<file path="src/rtl/power_domain_seq.sv">
// Power-down / power-up sequencer for a single switchable domain.
// Every output is registered and decoded from the state being entered.
module power_domain_seq #(
    parameter int CNT_W       = 8,
    parameter int CLK_DLY     = 4,
    parameter int ISO_DLY     = 1,
    parameter int SAVE_CYC    = 2,
    parameter int RESTORE_CYC = 2,
    parameter int RST_DLY     = 4,
    parameter int PWR_TO      = 200
) (
    input  logic       ck,
    input  logic       rn,
    input  logic       pd_req,
    output logic       pd_ack,
    input  logic       pwr_ok,
    output logic       clk_en,
    output logic       iso_en,
    output logic       ret_save,
    output logic       ret_restore,
    output logic       pwr_en,
    output logic       dom_rst_n,
    output logic       busy,
    output logic       to_err,
    input  logic       err_clr,
    output logic [3:0] state
);
    typedef enum logic [3:0] {
        ST_ON        = 4'd0,
        ST_CLK_STOP  = 4'd1,
        ST_ISOLATE   = 4'd2,
        ST_SAVE      = 4'd3,
        ST_PWR_DOWN  = 4'd4,
        ST_OFF       = 4'd5,
        ST_PWR_UP    = 4'd6,
        ST_RESTORE   = 4'd7,
        ST_RST_REL   = 4'd8,
        ST_ISO_REL   = 4'd9,
        ST_CLK_START = 4'd10
    } st_t;

    st_t              st_q, st_d;
    logic [CNT_W-1:0] cnt_q, len;
    logic             ok_s1, ok_s2;
    logic             last, timeout;
    logic             o_clk_en, o_iso_en, o_save, o_restore;
    logic             o_pwr_en, o_rst_n, o_ack, o_busy;

    assign last  = (cnt_q == CNT_W'(1));
    assign state = st_q;

    always_ff @(posedge ck) begin
        if (!rn) begin
            st_q        <= ST_ON;
            cnt_q       <= '0;
            ok_s1       <= 1'b0;
            ok_s2       <= 1'b0;
            clk_en      <= 1'b1;
            iso_en      <= 1'b0;
            ret_save    <= 1'b0;
            ret_restore <= 1'b0;
            pwr_en      <= 1'b1;
            dom_rst_n   <= 1'b1;
            pd_ack      <= 1'b0;
            busy        <= 1'b0;
            to_err      <= 1'b0;
        end else begin
            st_q  <= st_d;
            ok_s1 <= pwr_ok;
            ok_s2 <= ok_s1;
            // Reload on every state change, otherwise count down to zero.
            if (st_d != st_q)
                cnt_q <= len;
            else if (cnt_q != '0)
                cnt_q <= cnt_q - CNT_W'(1);
            clk_en      <= o_clk_en;
            iso_en      <= o_iso_en;
            ret_save    <= o_save;
            ret_restore <= o_restore;
            pwr_en      <= o_pwr_en;
            dom_rst_n   <= o_rst_n;
            pd_ack      <= o_ack;
            busy        <= o_busy;
            to_err      <= timeout | (to_err & ~err_clr);
        end
    end

    always_comb begin
        st_d    = st_q;
        timeout = 1'b0;
        case (st_q)
            ST_ON:        if (pd_req) st_d = ST_CLK_STOP;
            ST_CLK_STOP:  if (last) st_d = ST_ISOLATE;
            ST_ISOLATE:   if (last) st_d = ST_SAVE;
            ST_SAVE:      if (last) st_d = ST_PWR_DOWN;
            ST_PWR_DOWN: begin
                if (!ok_s2) st_d = ST_OFF;
                else if (last) begin
                    st_d    = ST_OFF;
                    timeout = 1'b1;
                end
            end
            ST_OFF:       if (!pd_req) st_d = ST_PWR_UP;
            ST_PWR_UP: begin
                if (ok_s2) st_d = ST_RESTORE;
                else if (last) begin
                    st_d    = ST_RESTORE;
                    timeout = 1'b1;
                end
            end
            ST_RESTORE:   if (last) st_d = ST_RST_REL;
            ST_RST_REL:   if (last) st_d = ST_ISO_REL;
            ST_ISO_REL:   if (last) st_d = ST_CLK_START;
            ST_CLK_START: if (last) st_d = ST_ON;
            default:      st_d = ST_ON;
        endcase
    end

    // Length loaded into the counter when entering st_d; ON/OFF are untimed.
    always_comb begin
        len = '0;
        case (st_d)
            ST_CLK_STOP, ST_CLK_START: len = CNT_W'(CLK_DLY);
            ST_ISOLATE, ST_ISO_REL:    len = CNT_W'(ISO_DLY);
            ST_SAVE:                   len = CNT_W'(SAVE_CYC);
            ST_RESTORE:                len = CNT_W'(RESTORE_CYC);
            ST_RST_REL:                len = CNT_W'(RST_DLY);
            ST_PWR_DOWN, ST_PWR_UP:    len = CNT_W'(PWR_TO);
            default:                   len = '0;
        endcase
    end

    always_comb begin
        o_clk_en  = (st_d == ST_ON) || (st_d == ST_CLK_START);
        o_iso_en  = (st_d == ST_ISOLATE) || (st_d == ST_SAVE) || (st_d == ST_PWR_DOWN) ||
                    (st_d == ST_OFF) || (st_d == ST_PWR_UP) || (st_d == ST_RESTORE) ||
                    (st_d == ST_RST_REL);
        o_save    = (st_d == ST_SAVE);
        o_restore = (st_d == ST_RESTORE);
        o_pwr_en  = !((st_d == ST_PWR_DOWN) || (st_d == ST_OFF));
        o_rst_n   = !((st_d == ST_PWR_UP) || (st_d == ST_RESTORE));
        // pd_ack reports the last completed sequence, so it stays high through power-up.
        o_ack     = (st_d == ST_OFF) || (st_d == ST_PWR_UP) || (st_d == ST_RESTORE) ||
                    (st_d == ST_RST_REL) || (st_d == ST_ISO_REL) || (st_d == ST_CLK_START);
        o_busy    = !((st_d == ST_ON) || (st_d == ST_OFF));
    end
endmodule

</file>
<file path="config.mk">
export PLATFORM = sky130hd
export DESIGN_NAME = power_domain_seq
export DESIGN_NICKNAME = d
export VERILOG_FILES = /design/src/rtl/power_domain_seq.sv
export SDC_FILE = /design/constraint.sdc
export NUM_CORES = 1
export LEC_CHECK = 0
export CELL_PAD_IN_SITES_DETAIL_PLACEMENT = 0
export CELL_PAD_IN_SITES_GLOBAL_PLACEMENT = 1
export CORE_ASPECT_RATIO = 0.75
export CORE_MARGIN = 5
export CORE_UTILIZATION = 30
export DETAILED_ROUTE_END_ITERATION = 10
export PLACE_DENSITY = 0.65
export SETUP_SLACK_MARGIN = 0.3
export SYNTH_ARGS = -nofsm -noshare
export SYNTH_HDL_FRONTEND = slang
export SYNTH_SLANG_ARGS = --single-unit
</file>
<file path="constraint.sdc">
create_clock -name ck -period 2.5 [get_ports ck]
set_clock_uncertainty 0.15 [all_clocks]
set_input_delay 0.5 -clock ck [delete_from_list [all_inputs] [get_ports ck]]
set_output_delay 0.5 -clock ck [all_outputs]
set_load 0.01 [all_outputs]
</file>
# After elaboration in Yosys (flattened, before gate mapping)
# Memories as Yosys holds them, arrays and structs flattened.
# Index checks and enable logic that the tools add are counted.
# totals
ff_bits	23
in_bits	5
out_inout_bits	13
word_cells	81
mem_bits_ro	96
mem_count	1
latchBits	0
ramBits	0
# op_classes
add_sub_neg	1
order_cmp	0
n_mul	0
shifts	0
muxes	20
bitwise_logic	3
reduce_logical	22
div_mod_pow	0
n_eq_ne	21
# memory_table
memory	depth	word_bits	read_ports	rd_clocked_by_memory_dff	write_ports	line	source
(no name shown)	16	6	1	0	0	122	case (st_d)
# ops
cell	count
4-bit 2-to-1 mux	13
4-bit one-hot mux with 11 select lines	1
4-bit by 3-bit == test with 1-bit output, second input constant	8
4-bit == test, second input constant	6
4-bit by 2-bit == test with 1-bit output, second input constant	4
8-bit 2-to-1 mux	2
1-bit logical OR	15
8-bit by 1-bit == test with 1-bit output, second input constant	1
4-bit logical NOT	2
8-bit nonzero test	1
8-bit by 1-bit subtractor with 8-bit output, second input constant	1
4-bit by 1-bit == test with 1-bit output, second input constant	1
4-bit inequality test	1
1-bit logical NOT	3
1-bit 2-to-1 mux	3
1-bit one-hot mux with 2 select lines	1
2-bit nonzero test	1
1-bit AND	1
1-bit inverter	1
1-bit OR	1

# Longest topological paths before layout
# Gate-level depths: netlist (run 1).
# depth
word_depth	11
mapped_depth	8
depth_no_buf	8

# Worst setup path before layout (run 1)
# OpenSTA, ideal clock, no wires.
# synth_path
path_kind	reg-to-reg
startpoint	register cnt_q[1]
endpoint	register cnt_q[2]
arrival_ns	1.962
setup_time_ns	0.122
path_slack_ns	0.266
path_stages_with_launch	9
n_path_buf	0
cell_sequence	dfxtp_1 > inv_1 > ha_1 > or3b_2 > nor2_8 > o21ai_2 > a2bb2oi_1 > o22ai_1 > o311a_1
# synth_between
elab_chain_len	6
elab_cells_between_ends	20
# synth_lines
item	line	source
start, declared	43	logic [CNT_W-1:0] cnt_q, len;
start signal, assigned	73	cnt_q <= len;
start signal, assigned	75	cnt_q <= cnt_q - CNT_W'(1);
8-bit by 1-bit == test with 1-bit output	49	assign last = (cnt_q == CNT_W'(1));
4-bit 2-to-1 mux, on equally long branches	106, 98	
4-bit 2-to-1 mux, on equally long branches	105, 97	
4-bit one-hot mux with 11 select lines	91	case (st_q)
memory read 16 x 6 bit or 4-bit inequality test (tied branches)	--	
8-bit 2-to-1 mux or 2-bit nonzero test (tied branches)	--	
# Several ways; a longest one is shown, not always the timed one. The select of a mux whose other input is x is not followed.
# A chain may end at the register's enable or synchronous reset.

# Worst setup path after layout (run 1)
# layout_path
startpoint	register cnt_q[1]
endpoint	register cnt_q[3]
# Same word-level chain as after synthesis.

==> impl_metrics.tcl, run 1 <==
set metrics [dict create \
    placement.io_buffers 17 \
    synth.avg_cell_area_um2 8.99 \
    met3_length_um 201 \
    design.die.area_um2 6360 \
    fin_util_pct 42.4 \
    arrival_ns 2.30 \
    synth_flop_cell "dfxtp_1" \
    criticalPathCategory "reg -> reg" \
    hold_class "reg -> reg" \
    final_common_cell "buf_4" \
    clock_latency_ns 0.27 \
    clk_pin_slew_ns 0.08 \
    avgRoutedWirePerCell_um 14.8 \
    die_y_um 70.3 \
    synth_edf_count 0 \
    critical_path_required_ns 2.57 \
    layout.nets 212 \
    drv_slew 0 \
    grtUsageTotal_pct 12.6 \
    relSlewSlack_pct 74.1 \
    min_period_ns 2.23 \
    coreArea_um2 4790 \
    wl_met1_mm 1.94 \
    synthCells 162 \
    holdWs_ns 0.291 \
    ctsHoldBuffers 0 \
    cts_inserted_buffers 3 \
    ir_drop_uv 576 \
    synth_fp_nets 170 \
    hpwl_mm 2.65 \
    clk_path_buf_depth 2 \
    htree_levels 1 \
    viasPerCell 5.05 \
    min_period_over_period_pct 89.1 \
    clock-sinks 23 \
    cts_tree "built" \
    hold_violations 0 \
    ys_types 54 \
    setup_viol 0 \
    instances_no_fill 263 \
    grt_overflow 0 \
    rsz0062_at_grt "yes" \
    ant_nets 0 \
    start_util_pct 30.4 \
    met2_wirelength_mm 1.72 \
    fin_tns_setup_ns 0 \
    dr.pass1.iters 4 \
    cap_violations 0 \
    remaining_drc_errors 0 \
    die_w_um 90.5 \
    worstSetupEndpointType "flop" \
    antenna_found_initial 0 \
    dp_cells 243 \
    outcome "complete, no violations" \
    tightestPinTransition_ns 0.389 \
    r2r_slack_ns 0.27 \
    area_growth_pct 39.4 \
    root_buffer "clkbuf_8" \
    grt_pass1_wl_mm 6.58 \
    startpoint_type "flop" \
    netlist_area_um2 1460 \
    top_layer_used "met4" \
    finalWeightedCongestion 0.846 \
    drive_gt1_share_pct 39.4 \
    ys_warn_count 0 \
    power_density_nw_per_um2 1050 \
    rows 22 \
    drt_first_iter_violations 71 \
    leakage_nw 0.776 \
    yosysSeqAreaShare_pct 31.6 \
    async_reset_ff_share_pct 0 \
    vias 1327 \
    path_max_fanout 4 \
    io_pins 18 \
    max_freq_mhz 449 \
    grt_pass1_vias 1303 \
    grt_start_max_net_pins 18 \
    drt_wl_total_mm 3.90 \
    antenna_cells 0 \
    ys_seq_elements 23 \
    final_cell_mix "buf_4, clkdlybuf4s50_1, nand2_1, dfxtp_1, nor2_1" \
]
[sequential cells by signal (all words and copies together) (netlist names)]
register and flops:
cnt_q 8, state 4, busy 1, clk_en 1
dom_rst_n 1, iso_en 1, ok_s1 1, ok_s2 1
pd_ack 1, pwr_en 1, ret_restore 1, ret_save 1
to_err 1
[critical path, cell delays in order (launching register included)]
cell and delay [ns]:
dfxtp_2 0.34, inv_2 0.05, ha_4 0.15, or3b_4 0.30
a2bb2o_4 0.23, and2_4 0.17, or3_4 0.42, a211oi_2 0.21
o21a_1 0.14
[per-layer routing]
| metal | up-vias | GRT usage, % |
|---|---|---|
| met5 | - | 0 |
| met4 | 0 | 3.31 |
| met3 | 5 | 3.88 |
| met2 | 29 | 18.7 |
| met1 | 624 | 17.7 |
| li1 | 669 | - |
[area by class of cell]
type,instances,area [µm²]
repair buffers,46,394
flip-flops and latches,23,479
clock buffers,3,41.3
multi-input cells,126,1020
inverters,4,15.0
fillers,491,2760
well taps,60,75.1
clock inverters,1,5.00
[synthesized netlist by cell type (2+ instances only)]
master	count	area, µm²
clkbuf_1	2	7.51
a21oi_1	10	50.1
dfxtp_1	23	460
and2_1	6	37.5
or3b_2	4	35.0
ha_1	3	37.5
nor2_1	12	45.0
o21a_1	4	30.0
a211oi_1	4	30.0
nor3_1	6	30.0
nand2b_1	4	25.0
clkbuf_8	6	82.6
nand3b_1	2	15.0
nand2_1	13	48.8
nor2b_1	3	18.8
a311o_1	2	20.0
xnor2_1	8	70.1
o211ai_1	3	22.5
inv_1	4	15.0
o21ai_0	5	25.0
nand3_1	5	25.0
[where the power goes]
group / switching [W] / internal [W] / total (W)
registers: 0.000101 / 0.000464 / 0.000565
logic: 0.000637 / 0.000687 / 0.00132
clock network: 0.000125 / 0.000112 / 0.000237
total: 0.000863 / 0.00126 / 0.00213
[path summary, 6_finish.rpt]
check | from | to | depth (start not counted)
hold reg to reg | ok_s1$_SDFF_PN0_ | ok_s2$_SDFF_PN0_ | 1
hold / removal | ok_s1$_SDFF_PN0_ | ok_s2$_SDFF_PN0_ | 1
setup reg to reg | cnt_q[1]$_SDFFE_PN0P_ | cnt_q[3]$_SDFFE_PN0P_ | 8
setup / recovery | cnt_q[1]$_SDFFE_PN0P_ | cnt_q[3]$_SDFFE_PN0P_ | 8
[stage by stage]
step	area, µm²	total power, W	worst slack, ns
after floorplan	1470	0.00130	0.307
after global placement	1720	0.00153	-0.0309
after detailed placement	1720	0.00154	-0.0368
after CTS	1910	0.00197	0.270
after global routing	2030	0.00229	0.208
final	2030	0.00213	0.271
[kinds of logic (layout without fill, tap and decap cells)]
group	after synthesis	in the layout	synth area share (%)
buffers and inverters	13	54	7.73
adder cells (fa/ha/maj)	3	3	2.58
AND/OR/NAND/NOR	69	69	28.3
multiplexers	1	1	0.687
AO/OA/AOI/OAI	44	44	23.7
XOR/XNOR	9	9	5.41
flip-flops	23	23	31.6
[repair_timing]
action	4_1_cts	5_1_grt
gates resized for setup	15	24
pin swaps	5	15
setup buffers	12	4
endpoints found under the setup margin	17	18
(Power assumes the default switching activity.)
==> run 2, diff against run 1 <==
--- a/config.mk
+++ b/config.mk
@@ -13,6 +13,7 @@
 export DETAILED_ROUTE_END_ITERATION = 10
 export PLACE_DENSITY = 0.65
 export SETUP_SLACK_MARGIN = 0.3
+export SLEW_MARGIN = 20
 export SYNTH_ARGS = -nofsm -noshare
 export SYNTH_HDL_FRONTEND = slang
 export SYNTH_SLANG_ARGS = --single-unit
==> results of run 2 <==
Final layout, timing and power as in run 1 (identical DEF).
==> run 3, diff against run 2 <==
--- a/config.mk
+++ b/config.mk
@@ -17,3 +17,4 @@
 export SYNTH_ARGS = -nofsm -noshare
 export SYNTH_HDL_FRONTEND = slang
 export SYNTH_SLANG_ARGS = --single-unit
+export TNS_END_PERCENT = 30
==> run 3 against run 2 <==
Register-to-register slack lost 0.02 ns; utilization shrank 1.9 points; worst hold slack lost 0.0032 ns; non-clock buffer count shrank 3; wire length shrank 2.8%; clock-buffer cell count is the same; cell area shrank 4.6%; critical endpoint is now ret_save$_SDFF_PN0_; first-iteration DRC count shrank 37%; setup slack lost 0.015 ns; critical path type unchanged; power shrank 6.0%; critical path depth shrank 1.
==> impl_metrics.tcl, run 3 (same netlist as run 1, synthesis figures left out) <==
set metrics [dict create \
    grtUsageTotal_pct 11.9 \
    final_common_cell "buf_4" \
    root_buffer "clkbuf_8" \
    cap_violations 0 \
    top_register "cnt_q" \
    final_cell_mix "buf_4, clkdlybuf4s50_1, dfxtp_1, nand2_1, nor2_1" \
    fin_util_pct 40.5 \
    clk_path_buf_depth 2 \
    cp_slowest_cell "or4_4" \
    path_max_fanout 5 \
    cp_cell_sequence "or4_4, nor2_8, mux2i_2, o221ai_2, buf_4, and2_4, and3_4" \
    viasPerCell 5.08 \
    max_freq_mhz 446 \
    dr.pass1.iters 4 \
    grt_start_max_net_pins 18 \
    layout.nets 209 \
    grt_overflow 0 \
    antenna_found_initial 0 \
    drt_wl_total_mm 3.79 \
    power_density_nw_per_um2 1030 \
    remaining_drc_errors 0 \
    setup_viol 0 \
    largest_reg_flops 8 \
    outcome "complete, no violations" \
    criticalPathCategory "reg -> reg" \
    coreArea_um2 4790 \
    drt_first_iter_violations 45 \
    dpl-instance-area_um2 1730 \
    min_period_over_period_pct 89.8 \
    placement.io_buffers 17 \
    dp_cells 246 \
    design.die.area_um2 6360 \
    min_period_ns 2.24 \
    die_y_um 70.3 \
    ir_drop_uv 762 \
    grt_pass1_wl_mm 6.29 \
    finalInstanceArea_um2 1940 \
    hold_violations 0 \
    rows 22 \
    start_util_pct 30.4 \
    startpoint_type "flop" \
    clock_latency_ns 0.27 \
    drv_slew 0 \
    instances_no_fill 260 \
    drive_gt1_share_pct 35.5 \
    area_growth_pct 33.1 \
    cpPeakStageDelay_ns 0.60 \
    relSlewSlack_pct 75.8 \
    tightestPinTransition_ns 0.359 \
    critical_path_required_ns 2.52 \
    antenna_cells 0 \
    clk_pin_slew_ns 0.09 \
    finalWeightedCongestion 0.800 \
    die_w_um 90.5 \
    setup_slack_ns 0.256 \
    grt_pass1_vias 1264 \
    htree_levels 1 \
    vias 1322 \
    rsz0062_at_grt "yes" \
    hpwl_mm 2.77 \
    cts_inserted_buffers 3 \
    hold_class "reg -> reg" \
    ant_nets 0 \
    cts_tree "built" \
    r2r_slack_ns 0.26 \
    arrival_ns 2.27 \
    clock-sinks 23 \
    fillers 521 \
    leakage_nw 0.741 \
    avgRoutedWirePerCell_um 14.6 \
    io_pins 18 \
    worstSetupEndpointType "flop" \
    dp_slack_ns -0.0957 \
]
## run 3: cell count changes in the layout (fill, tap and decap cells not counted), moves of 2 or more
| cell | before | now |
|---|---|---|
| dfxtp_2 | 9 | 4 |
| dfxtp_1 | 12 | 16 |
| a21oi_1 | 8 | 10 |
| a21oi_2 | 3 | 1 |
| buf_4 | 28 | 26 |
| o21ai_0 | 3 | 5 |
| o21ai_1 | 2 | 0 |
## run 3: through the flow
stage	total power, W	hold slack, ns	setup TNS, ns
after floorplan	0.00129	0.262	0
after global placement	0.00153	0.264	-0.178
after detailed placement	0.00155	0.267	-0.331
after CTS	0.00197	0.288	0
after global routing	0.00214	0.312	0
final	0.00200	0.287	0
## run 3: path summary, 6_finish.rpt
path | start | to | cells after the start
setup / recovery | cnt_q[5]$_SDFFE_PN0P_ | ret_save$_SDFF_PN0_ | 7
hold / removal | ok_s1$_SDFF_PN0_ | ok_s2$_SDFF_PN0_ | 1
setup reg to reg | cnt_q[5]$_SDFFE_PN0P_ | ret_save$_SDFF_PN0_ | 7
hold reg to reg | ok_s1$_SDFF_PN0_ | ok_s2$_SDFF_PN0_ | 1
## run 3: report_power, final
group / internal [W] / switching (W) / total (W)
Sequential: 0.000462 / 0.0000957 / 0.000558
Combinational: 0.000608 / 0.000590 / 0.00120
Clock: 0.000112 / 0.000131 / 0.000242
## run 3: final cells by class
cell class / count / area, µm² / share of cell area, %
Multi-Input combinational cell: 126 / 960 / 49.5
Sequential cell: 23 / 477 / 24.6
Timing Repair Buffer: 43 / 365 / 18.9
Tap cell: 60 / 75.1 / 3.87
Clock buffer: 3 / 41.3 / 2.13
Inverter: 4 / 15.0 / 0.775
Clock inverter: 1 / 5.00 / 0.258
## run 3: critical path: cells and delay by family (launching register included)
family | cells | cell delay (ns)
flip-flops | 1 | 0.37
multiplexers | 1 | 0.25
AND/OR/NAND/NOR | 4 | 1.07
AO/OA/AOI/OAI | 1 | 0.15
buffers and inverters | 1 | 0.16
## run 3: timing repair
item,4_1_cts,5_1_grt
buffers inserted,9,1
pin swaps,4,4
endpoints found under the setup margin,23,18
hold buffers,0,0
gates resized for setup,22,4
cloned,0,0
## run 3: layer usage
layer | vias up | track usage (%) | part of all wire, %
met4 | 0 | 1.98 | 0.50
met5 | - | 0 | 0
met2 | 29 | 18.9 | 45
li1 | 661 | - | -
met3 | 2 | 3.23 | 5.1
met1 | 630 | 16.4 | 50
